File: src/rtl/cdc_pkg.sv
// Shared types and defaults for the reset sequencer.
package cdc_pkg;

  typedef enum logic [1:0] {
    StAssert,
    StHold,
    StRelease,
    StRun
  } rst_seq_state_e;

  localparam int unsigned DefaultNumOut         = 3;
  localparam int unsigned DefaultHoldCycles     = 1024;
  localparam int unsigned DefaultStaggerCycles  = 16;
  localparam int unsigned DefaultDebounceCycles = 65536;

  // Largest of three values; sizes the shared counter width.
  function automatic int unsigned max3(input int unsigned a, input int unsigned b,
                                       input int unsigned c);
    int unsigned m;
    m = (a > b) ? a : b;
    return (m > c) ? m : c;
  endfunction

endpackage

File: src/rtl/cdc_bit_synchronizer.sv
// Two-flop synchronizer for a single asynchronous bit, reset to 0.
module cdc_bit_synchronizer (
  input  logic clk_i,
  input  logic rst_i,
  input  logic d_i,
  output logic q_o
);

  logic [1:0] sync_d, sync_q;

  // Shift the raw input through two flops.
  always_comb begin
    sync_d = {sync_q[0], d_i};
  end

  // Synchronizer flops.
  always_ff @(posedge clk_i or posedge rst_i) begin
    if (rst_i) begin
      sync_q <= 2'b00;
    end else begin
      sync_q <= sync_d;
    end
  end

  assign q_o = sync_q[1];

endmodule

File: src/rtl/cdc_reset_sequencer.sv
// Sequenced reset generator: waits for PLL lock and a debounced external reset release,
// holds all resets, then releases the outputs one at a time in ascending order.
module cdc_reset_sequencer
  import cdc_pkg::*;
#(
  parameter int unsigned NUM_OUT         = DefaultNumOut,
  parameter int unsigned HOLD_CYCLES     = DefaultHoldCycles,
  parameter int unsigned STAGGER_CYCLES  = DefaultStaggerCycles,
  parameter int unsigned DEBOUNCE_CYCLES = DefaultDebounceCycles
) (
  input  logic               clk_i,
  input  logic               rst_i,
  input  logic               pll_locked_i,
  input  logic               ext_rst_ni,
  input  logic               sw_rst_req_i,
  output logic [NUM_OUT-1:0] rst_no,
  output logic               ready_o,
  output logic [7:0]         reset_count_o
);

  localparam int unsigned CntW =
      $clog2(max3(HOLD_CYCLES, STAGGER_CYCLES, DEBOUNCE_CYCLES)) + 1;

  localparam logic [CntW-1:0] HoldLast = CntW'(HOLD_CYCLES - 1);
  localparam logic [CntW-1:0] StagLast = CntW'(STAGGER_CYCLES - 1);
  localparam logic [CntW-1:0] DebLast  = CntW'(DEBOUNCE_CYCLES - 1);
  localparam logic [CntW-1:0] CntOne   = CntW'(1);

  logic pll_sync, ext_sync;

  cdc_bit_synchronizer u_sync_pll (
    .clk_i (clk_i),
    .rst_i (rst_i),
    .d_i   (pll_locked_i),
    .q_o   (pll_sync)
  );

  cdc_bit_synchronizer u_sync_ext (
    .clk_i (clk_i),
    .rst_i (rst_i),
    .d_i   (ext_rst_ni),
    .q_o   (ext_sync)
  );

  logic [CntW-1:0]    deb_cnt_d, deb_cnt_q;
  logic               ext_ok_d, ext_ok_q;
  rst_seq_state_e     state_d, state_q;
  logic [CntW-1:0]    hold_cnt_d, hold_cnt_q;
  logic [CntW-1:0]    stag_cnt_d, stag_cnt_q;
  logic [NUM_OUT-1:0] rst_d, rst_q;
  logic [7:0]         cnt_d, cnt_q;
  logic               fault;

  // Debounce: ext_ok needs an unbroken run of synchronized highs; any low drops it at once.
  always_comb begin
    deb_cnt_d = deb_cnt_q;
    ext_ok_d  = ext_ok_q;
    if (!ext_sync) begin
      deb_cnt_d = '0;
      ext_ok_d  = 1'b0;
    end else if (!ext_ok_q) begin
      if (deb_cnt_q == DebLast) begin
        deb_cnt_d = '0;
        ext_ok_d  = 1'b1;
      end else begin
        deb_cnt_d = deb_cnt_q + CntOne;
      end
    end
  end

  assign fault = !pll_sync || !ext_ok_q;

  // Sequencer next state and reset outputs; fault wins over a software request.
  always_comb begin
    state_d    = state_q;
    hold_cnt_d = hold_cnt_q;
    stag_cnt_d = stag_cnt_q;
    rst_d      = rst_q;
    case (state_q)
      StAssert: begin
        rst_d      = '0;
        hold_cnt_d = '0;
        if (!fault) begin
          state_d = StHold;
        end
      end
      StHold: begin
        if (fault) begin
          state_d = StAssert;
          rst_d   = '0;
        end else if (sw_rst_req_i) begin
          hold_cnt_d = '0;
        end else if (hold_cnt_q == HoldLast) begin
          state_d    = StRelease;
          stag_cnt_d = '0;
          rst_d      = NUM_OUT'(1);
        end else begin
          hold_cnt_d = hold_cnt_q + CntOne;
        end
      end
      StRelease: begin
        if (fault || sw_rst_req_i) begin
          state_d = StAssert;
          rst_d   = '0;
        end else if (&rst_q) begin
          state_d = StRun;
        end else if (stag_cnt_q == StagLast) begin
          stag_cnt_d = '0;
          // Release the next higher bit; lower bits stay released.
          rst_d      = (rst_q << 1) | NUM_OUT'(1);
        end else begin
          stag_cnt_d = stag_cnt_q + CntOne;
        end
      end
      StRun: begin
        if (fault || sw_rst_req_i) begin
          state_d = StAssert;
          rst_d   = '0;
        end
      end
      default: begin
        state_d = StAssert;
        rst_d   = '0;
      end
    endcase
  end

  // Saturating count of entries into ASSERT from any other state.
  always_comb begin
    cnt_d = cnt_q;
    if ((state_q != StAssert) && (state_d == StAssert) && (cnt_q != 8'hFF)) begin
      cnt_d = cnt_q + 8'd1;
    end
  end

  // State, counter and output registers.
  always_ff @(posedge clk_i or posedge rst_i) begin
    if (rst_i) begin
      deb_cnt_q  <= '0;
      ext_ok_q   <= 1'b0;
      state_q    <= StAssert;
      hold_cnt_q <= '0;
      stag_cnt_q <= '0;
      rst_q      <= '0;
      cnt_q      <= 8'd0;
    end else begin
      deb_cnt_q  <= deb_cnt_d;
      ext_ok_q   <= ext_ok_d;
      state_q    <= state_d;
      hold_cnt_q <= hold_cnt_d;
      stag_cnt_q <= stag_cnt_d;
      rst_q      <= rst_d;
      cnt_q      <= cnt_d;
    end
  end

  assign rst_no        = rst_q;
  assign ready_o       = (state_q == StRun);
  assign reset_count_o = cnt_q;

endmodule

File: config.mk
export PLATFORM = sky130hd
export DESIGN_NAME = cdc_reset_sequencer
export DESIGN_NICKNAME = d
export VERILOG_FILES = /design/src/rtl/cdc_pkg.sv /design/src/rtl/cdc_bit_synchronizer.sv /design/src/rtl/cdc_reset_sequencer.sv
export SDC_FILE = /design/constraint.sdc
export NUM_CORES = 1
export LEC_CHECK = 0
export CORE_ASPECT_RATIO = 0.8
export CORE_MARGIN = 8
export CORE_UTILIZATION = 45
export DETAILED_ROUTE_END_ITERATION = 12
export HOLD_SLACK_MARGIN = 0.02
export PLACE_DENSITY = 0.68
export SLEW_MARGIN = 20
export SYNTH_ARGS = -nofsm -noshare
export SYNTH_HDL_FRONTEND = slang
export SYNTH_SLANG_ARGS = --single-unit
File: constraint.sdc
create_clock -name clk_i -period 2.53 [get_ports clk_i]
set_clock_uncertainty 0.05 [all_clocks]
set_input_delay 0.6325 -clock clk_i [delete_from_list [all_inputs] [get_ports clk_i]]
set_output_delay 0.6325 -clock clk_i [all_outputs]
set_load 0.05 [all_outputs]
### Word level (Yosys, flattened, before mapping)

Index checks and enable logic that the tools add are counted.

| word-level totals | value |
|---|---|
| logic and storage cells | 80 |
| register bits after elaboration | 69 |
| output and inout bits | 12 |
| bits of input ports | 5 |

| operators by class | value |
|---|---|
| eq/ne operators | 19 |
| muxes and demuxes | 33 |
| $add $sub $neg | 4 |
| reduce and logical (&&, ||, !) cells | 15 |

Operator list:

| kind | number |
|---|---|
| 17-bit two-way mux | 12 |
| 17-bit one-hot mux with 2 select lines | 2 |
| 17-bit by 1-bit adder with 17-bit output (second input constant) | 3 |
| 3-bit two-way mux | 7 |
| 17-bit by 10-bit equality test with 1-bit output (second input constant) | 1 |
| 17-bit by 16-bit equality test with 1-bit output (second input constant) | 1 |
| 17-bit by 4-bit equality test with 1-bit output (second input constant) | 1 |
| 3-bit inequality test (second input constant) | 5 |
| 2-bit two-way mux | 7 |
| 2-bit inequality test (second input constant) | 6 |
| 3-bit one-hot mux with 4 select lines | 1 |
| 8-bit by 1-bit adder with 8-bit output (second input constant) | 1 |
| 8-bit inequality test (second input constant) | 1 |
| 2-bit one-hot mux with 4 select lines | 1 |
| 3-bit AND reduction | 2 |
| 6-bit AND reduction | 1 |
| 2-bit nonzero test | 3 |
| 5-bit AND reduction | 1 |
| 2-bit equality test (second input constant) | 2 |
| 2-bit logical NOT | 2 |
| 1-bit two-way mux | 3 |
| 2-bit by 1-bit equality test with 1-bit output (second input constant) | 1 |
| 1-bit logical AND | 2 |
| 1-bit logical NOT | 2 |
| other kinds (2) | 3 |

### Longest topological paths before layout

| logic depth | value |
|---|---|
| word-level depth | 8 |
| depth in mapped cells | 10 |
| gate-level depth less buffers | 9 |

### Modules after synthesis

A second synthesis with hierarchy kept.

| second synthesis, totals | value |
|---|---|
| cell total of the unflattened synthesis | 393 |
| area total of the unflattened synthesis | 3704.8 um^2 |

By module, submodules not included:

| module | area each (um^2) | cells each | times used | seq. area each (um^2) |
|---|---|---|---|---|
| cdc_reset_sequencer | 3597.2 | 387 | 1 | 1626.6 |
| cdc_bit_synchronizer | 53.8 | 3 | 2 | 50.0 |

### Worst setup path after synthesis

No wires, ideal clock.

| timing | value |
|---|---|
| path kind | register -> register |
| start | reg state_q[0] |
| end | reg cnt_q[5], in the netlist reset_count_o[5] |
| stages on the path, launching flop included | 11 |
| required time | 2337 ps |
| path slack | 262 ps |
| path buffers | 1 |
| data arrival time | 2075 ps |
| setup time | 143 ps |
| period minus slack after synthesis | 2268 ps |
| path through | dfrtp_1 > inv_1 > ha_1 > clkbuf_1 > nor2b_1 > o21bai_1 > a21oi_1 > nor3_1 > nand2_1 > or3_1 > xnor2_1 |

| on the way | value |
|---|---|
| cells in the longest elaborated chain, start to end | 7 |
| elaborated cells on any way between the ends | 16 |
| classes of those cells | 3 x eq/ne; 8 x mux; 5 x reduce/logical |

RTL lines:

| item | line | RTL |
|---|---|---|
| start: declaration | cdc_reset_sequencer.sv:47 | `rst_seq_state_e state_d, state_q;` |
| start signal: assignment | cdc_reset_sequencer.sv:141 | `state_q <= StAssert;` |
| start signal: assignment | cdc_reset_sequencer.sv:149 | `state_q <= state_d;` |
| 2-bit two-way mux | cdc_reset_sequencer.sv:93 | `end else if (hold_cnt_q == HoldLast) begin` |
| 2-bit two-way mux | cdc_reset_sequencer.sv:91 | `end else if (sw_rst_req_i) begin` |
| 2-bit two-way mux | cdc_reset_sequencer.sv:88 | `if (fault) begin` |
| 2-bit one-hot mux with 4 select lines | cdc_reset_sequencer.sv:79 | `case (state_q)` |
| 2-bit logical NOT | cdc_reset_sequencer.sv:131 | `if ((state_q != StAssert) && (state_d == StAssert) && (cnt_q != 8'hFF)) begin` |
| 1-bit logical AND * (2 in series) | cdc_reset_sequencer.sv:131 |  |
| end signal: assignment | cdc_reset_sequencer.sv:153 | `cnt_q <= cnt_d;` |
| end: declaration | cdc_reset_sequencer.sv:51 | `logic [7:0] cnt_d, cnt_q;` |

Every way passes the cells marked *; elsewhere a longest branch is shown, timed or not.
A chain may end at the register's enable or synchronous reset.

### Worst setup path after layout

| timing | value |
|---|---|
| start | reg hold_cnt_q[0] |
| end | reg stag_cnt_q[9] |

| on the way | value |
|---|---|
| cells in the longest elaborated chain, start to end | 3 |

RTL lines:

| item | line | RTL |
|---|---|---|
| start: declaration | cdc_reset_sequencer.sv:48 | `logic [CntW-1:0] hold_cnt_d, hold_cnt_q;` |
| start signal: assignment | cdc_reset_sequencer.sv:150 | `hold_cnt_q <= hold_cnt_d;` |
| 17-bit by 10-bit equality test with 1-bit output | cdc_reset_sequencer.sv:93 |  |
| 2-bit inequality test (no source line) | - |  |
| 6-bit AND reduction (no source line) | - |  |
| end signal: assignment | cdc_reset_sequencer.sv:151 | `stag_cnt_q <= stag_cnt_d;` |
| end: declaration | cdc_reset_sequencer.sv:49 | `logic [CntW-1:0] stag_cnt_d, stag_cnt_q;` |

Every way passes these cells.

==> impl_metrics.toml <==
[grt]
grt_overflow_total = 0
grt_pass1_wl_mm = 13.2
grt_antenna_before_repair = 0
grt_pass1_vias = 2794
grt_max_degree = 70
grt_use_total = 0.148

[placement]
io_buffers = 16
gp_congestion = 0.821
place_area_mm2 = 0.00405
hpwl_mm = 5.17

[setup_path]
endpoint = "stag_cnt_q[9]$_DFFE_PP0P_"
reg2reg_depth = 8
endpoint_kind = "register"
crit_start = "hold_cnt_q[0]$_DFFE_PP0P_"
cp.arrival_ps = 2560
rrSetupSlack_ps = 150
cp-start-kind = "register"
timing.rr.end = "stag_cnt_q[9]$_DFFE_PP0P_"
r2r-start = "hold_cnt_q[0]$_DFFE_PP0P_"
worstPathRequired_ps = 2710
path_max_fanout = 5
critPathKind = "register to register"

[cts]
cts_buffers = 9
htreeDepth = 3
clk_pin_slew_ps = 80
clockBufferDepth = 2
clock_sink_count = 69
cts_tree = "yes"
root_buffer = "clkbuf_8"
clk_latency_ps = 350
ctsHoldBuffers = 0

[synthesis]
syn_inst = 379
yosys.cell_types.count = 53
synth-edff-count = 0
ys_ff_latch = 69
async_flop_share = 1.00
postSynthAreaPerCell_um2 = 9.63
syn-cell-area_mm2 = 0.00365
yosysWarnings = 0
ys_dominant_reg_cell = "dfrtp_1"
ys_seq_area_frac = 0.473
synth_fp_nets = 392

[power]
seqPwrFrac = 0.498
p_clk_frac = 0.480
vdd_drop_max_mv = 0.378
combPwrFrac = 0.022
p_per_area_mw_per_mm2 = 522
internal-power_uw = 1780
p_leak_uw = 0.00185
switchingPower_uw = 464
sw_frac_of_total = 0.206

[cells_and_area]
fin_area_mm2 = 0.00431
drive_gt1_frac = 0.126
nNetsFinal = 427
antennaDiodeCount = 0
n_fill_cell = 721
area_growth_pct = 18.0
post-route-util = 0.544

[floorplan]
core_area_mm2 = 0.00791
die_x_um = 117
initial_core_util = 0.461
dieHeight_um = 96.6
num_io_pins = 17
dieArea_mm2 = 0.0113
num_rows = 29

[sta]
setup-tns-final_ps = 0
clock.fmax_ghz = 0.421
report.final.hold_viol_count = 0
min_period_ps = 2380
slew_viol_final = 0
rsz0062_at_grt = "no"
min_period_over_period = 0.940
setup_viol = 0
slew_headroom = 0.504
worstMarginPinSlew_ps = 737

[route]
drc = 0
postRouteAntennaNets = 0
wire_per_inst_um = 14.3
totalWireLength_mm = 7.56
viasPerCell = 5.30
vias = 2791
drt_pass1_iterations = 4
first_iter_violations = 190

[hold_path]
min_path_cells = 0
hold_path_class = "register to register"

[flow_run]
max_cap_violations = 0

[status]
outcome = "complete, no violations"
==> flip-flops by register name, summed over array words and instances, names as in the netlist <==
signal,count
hold_cnt_q,17
reset_count_o,8
u_sync_pll.sync_q,2
u_sync_ext.sync_q,2
stag_cnt_q,17
ext_ok_q,1
state_q,2
deb_cnt_q,17
rst_no,3
==> placed cells by master, fill, tap and decap left out, drive strengths merged, types with 4 or more instances in the layout <==
master / Yosys / final
dfrtp: 69 / 69
nor2: 51 / 51
nand2: 31 / 31
nand3: 25 / 25
o21ai: 25 / 25
xor2: 22 / 22
buf: 4 / 19
clkdlybuf4s50: 0 / 15
xnor2: 14 / 14
and3: 13 / 13
a21oi: 10 / 10
clkbuf: 6 / 10
inv: 9 / 9
nand4: 9 / 9
and2: 8 / 8
ha: 8 / 8
a21boi: 8 / 8
nor3: 8 / 8
or3: 7 / 7
nor2b: 6 / 6
nor4: 6 / 6
and4: 5 / 5
nor3b: 4 / 4
==> power groups by stage <==
| stage | Combinational, uW | Sequential, uW | Clock [uW] |
|---|---|---|---|
| after global placement | 50.8 | 1140 | 0 |
| after global routing | 57.5 | 1120 | 1160 |
| after floorplan | 30.8 | 1140 | 0 |
| final | 49.5 | 1120 | 1080 |
| after detailed placement | 52.0 | 1140 | 0 |
| after CTS | 52.4 | 1120 | 1110 |
==> stage by stage <==
stage / instances / hold WS (ps) / total power (uW) / worst slack [ps]
final: 527 / 302 / 2250 / 152
after global routing: 527 / 312 / 2330 / 22.2
after global placement: 511 / 284 / 1190 / -202
after detailed placement: 511 / 285 / 1190 / -242
after floorplan: 379 / 281 / 1170 / 108
after CTS: 527 / 304 / 2280 / 91.8
==> synthesized netlist by cell type (6+ instances only) <==
master	instances	share of area
xor2_1	22	0.053
nand3_1	25	0.034
nand4_1	8	0.014
nor2b_1	6	0.010
xnor2_1	14	0.034
and3_1	13	0.022
a21boi_0	7	0.014
nand2_1	31	0.032
clkbuf_1	6	0.0062
a21oi_1	9	0.012
nor3_1	6	0.0082
or3_1	7	0.012
and2_1	8	0.014
o21ai_0	22	0.030
ha_1	8	0.027
nor2_1	49	0.050
inv_1	9	0.0093
dfrtp_1	69	0.47
==> critical path, stage by stage, from the launching register on <==
cell and delay, ps:
dfrtp_1 420, ha_1 220, and4_1 250, nand4_2 190, a211o_1 450, nor3_4 310
nand3_1 140, xor2_1 170, nor2_1 50
==> repair_timing <==
action                     CTS  global route
gates resized for setup      0             3
setup endpoints to repair    0             8
buffers inserted             0             0
==> area by class of cell <==
type / count / area [um2] / area share
clock buffers: 10 / 128 / 0.0296
flip-flops and latches: 69 / 1730 / 0.401
inverters: 9 / 33.8 / 0.00784
multi-input cells: 291 / 1850 / 0.431
clock inverters: 6 / 111 / 0.0259
repair buffers: 34 / 318 / 0.0738
well taps: 108 / 135 / 0.0314
==> per-layer routing <==
metal | GRT usage | share of wire | vias up
met5 | 0 | 0 | -
met1 | 0.191 | 0.48 | 1348
met4 | 0.0563 | 0.010 | 0
met3 | 0.0385 | 0.043 | 5
li1 | - | - | 1402
met2 | 0.235 | 0.46 | 36
==> how the worst min path moves through the flow <==
stage,end,slack (ps),from
3_5_place_dp,u_sync_ext.sync_q[1]$_DFF_PP0_,280,u_sync_ext.sync_q[0]$_DFF_PP0_
4_1_cts,u_sync_ext.sync_q[1]$_DFF_PP0_,300,u_sync_ext.sync_q[0]$_DFF_PP0_
3_3_place_gp,u_sync_ext.sync_q[1]$_DFF_PP0_,280,u_sync_ext.sync_q[0]$_DFF_PP0_
6_report,u_sync_ext.sync_q[1]$_DFF_PP0_,300,u_sync_ext.sync_q[0]$_DFF_PP0_
5_1_grt,u_sync_ext.sync_q[1]$_DFF_PP0_,310,u_sync_ext.sync_q[0]$_DFF_PP0_
2_1_floorplan,u_sync_ext.sync_q[1]$_DFF_PP0_,280,u_sync_ext.sync_q[0]$_DFF_PP0_
==> kinds of logic (layout without fill, tap and decap cells) <==
| logic type | count (synthesis) | count (layout) | synth area share |
|---|---|---|---|
| fa+ha+maj | 8 | 8 | 0.0274 |
| compound gates | 58 | 58 | 0.101 |
| simple gates | 185 | 185 | 0.277 |
| mux | 4 | 4 | 0.0120 |
| flops | 69 | 69 | 0.473 |
| buf+inv | 19 | 59 | 0.0226 |
| xor+xnor | 36 | 36 | 0.0864 |
No activity file was read; power rests on OpenSTA's default activity.
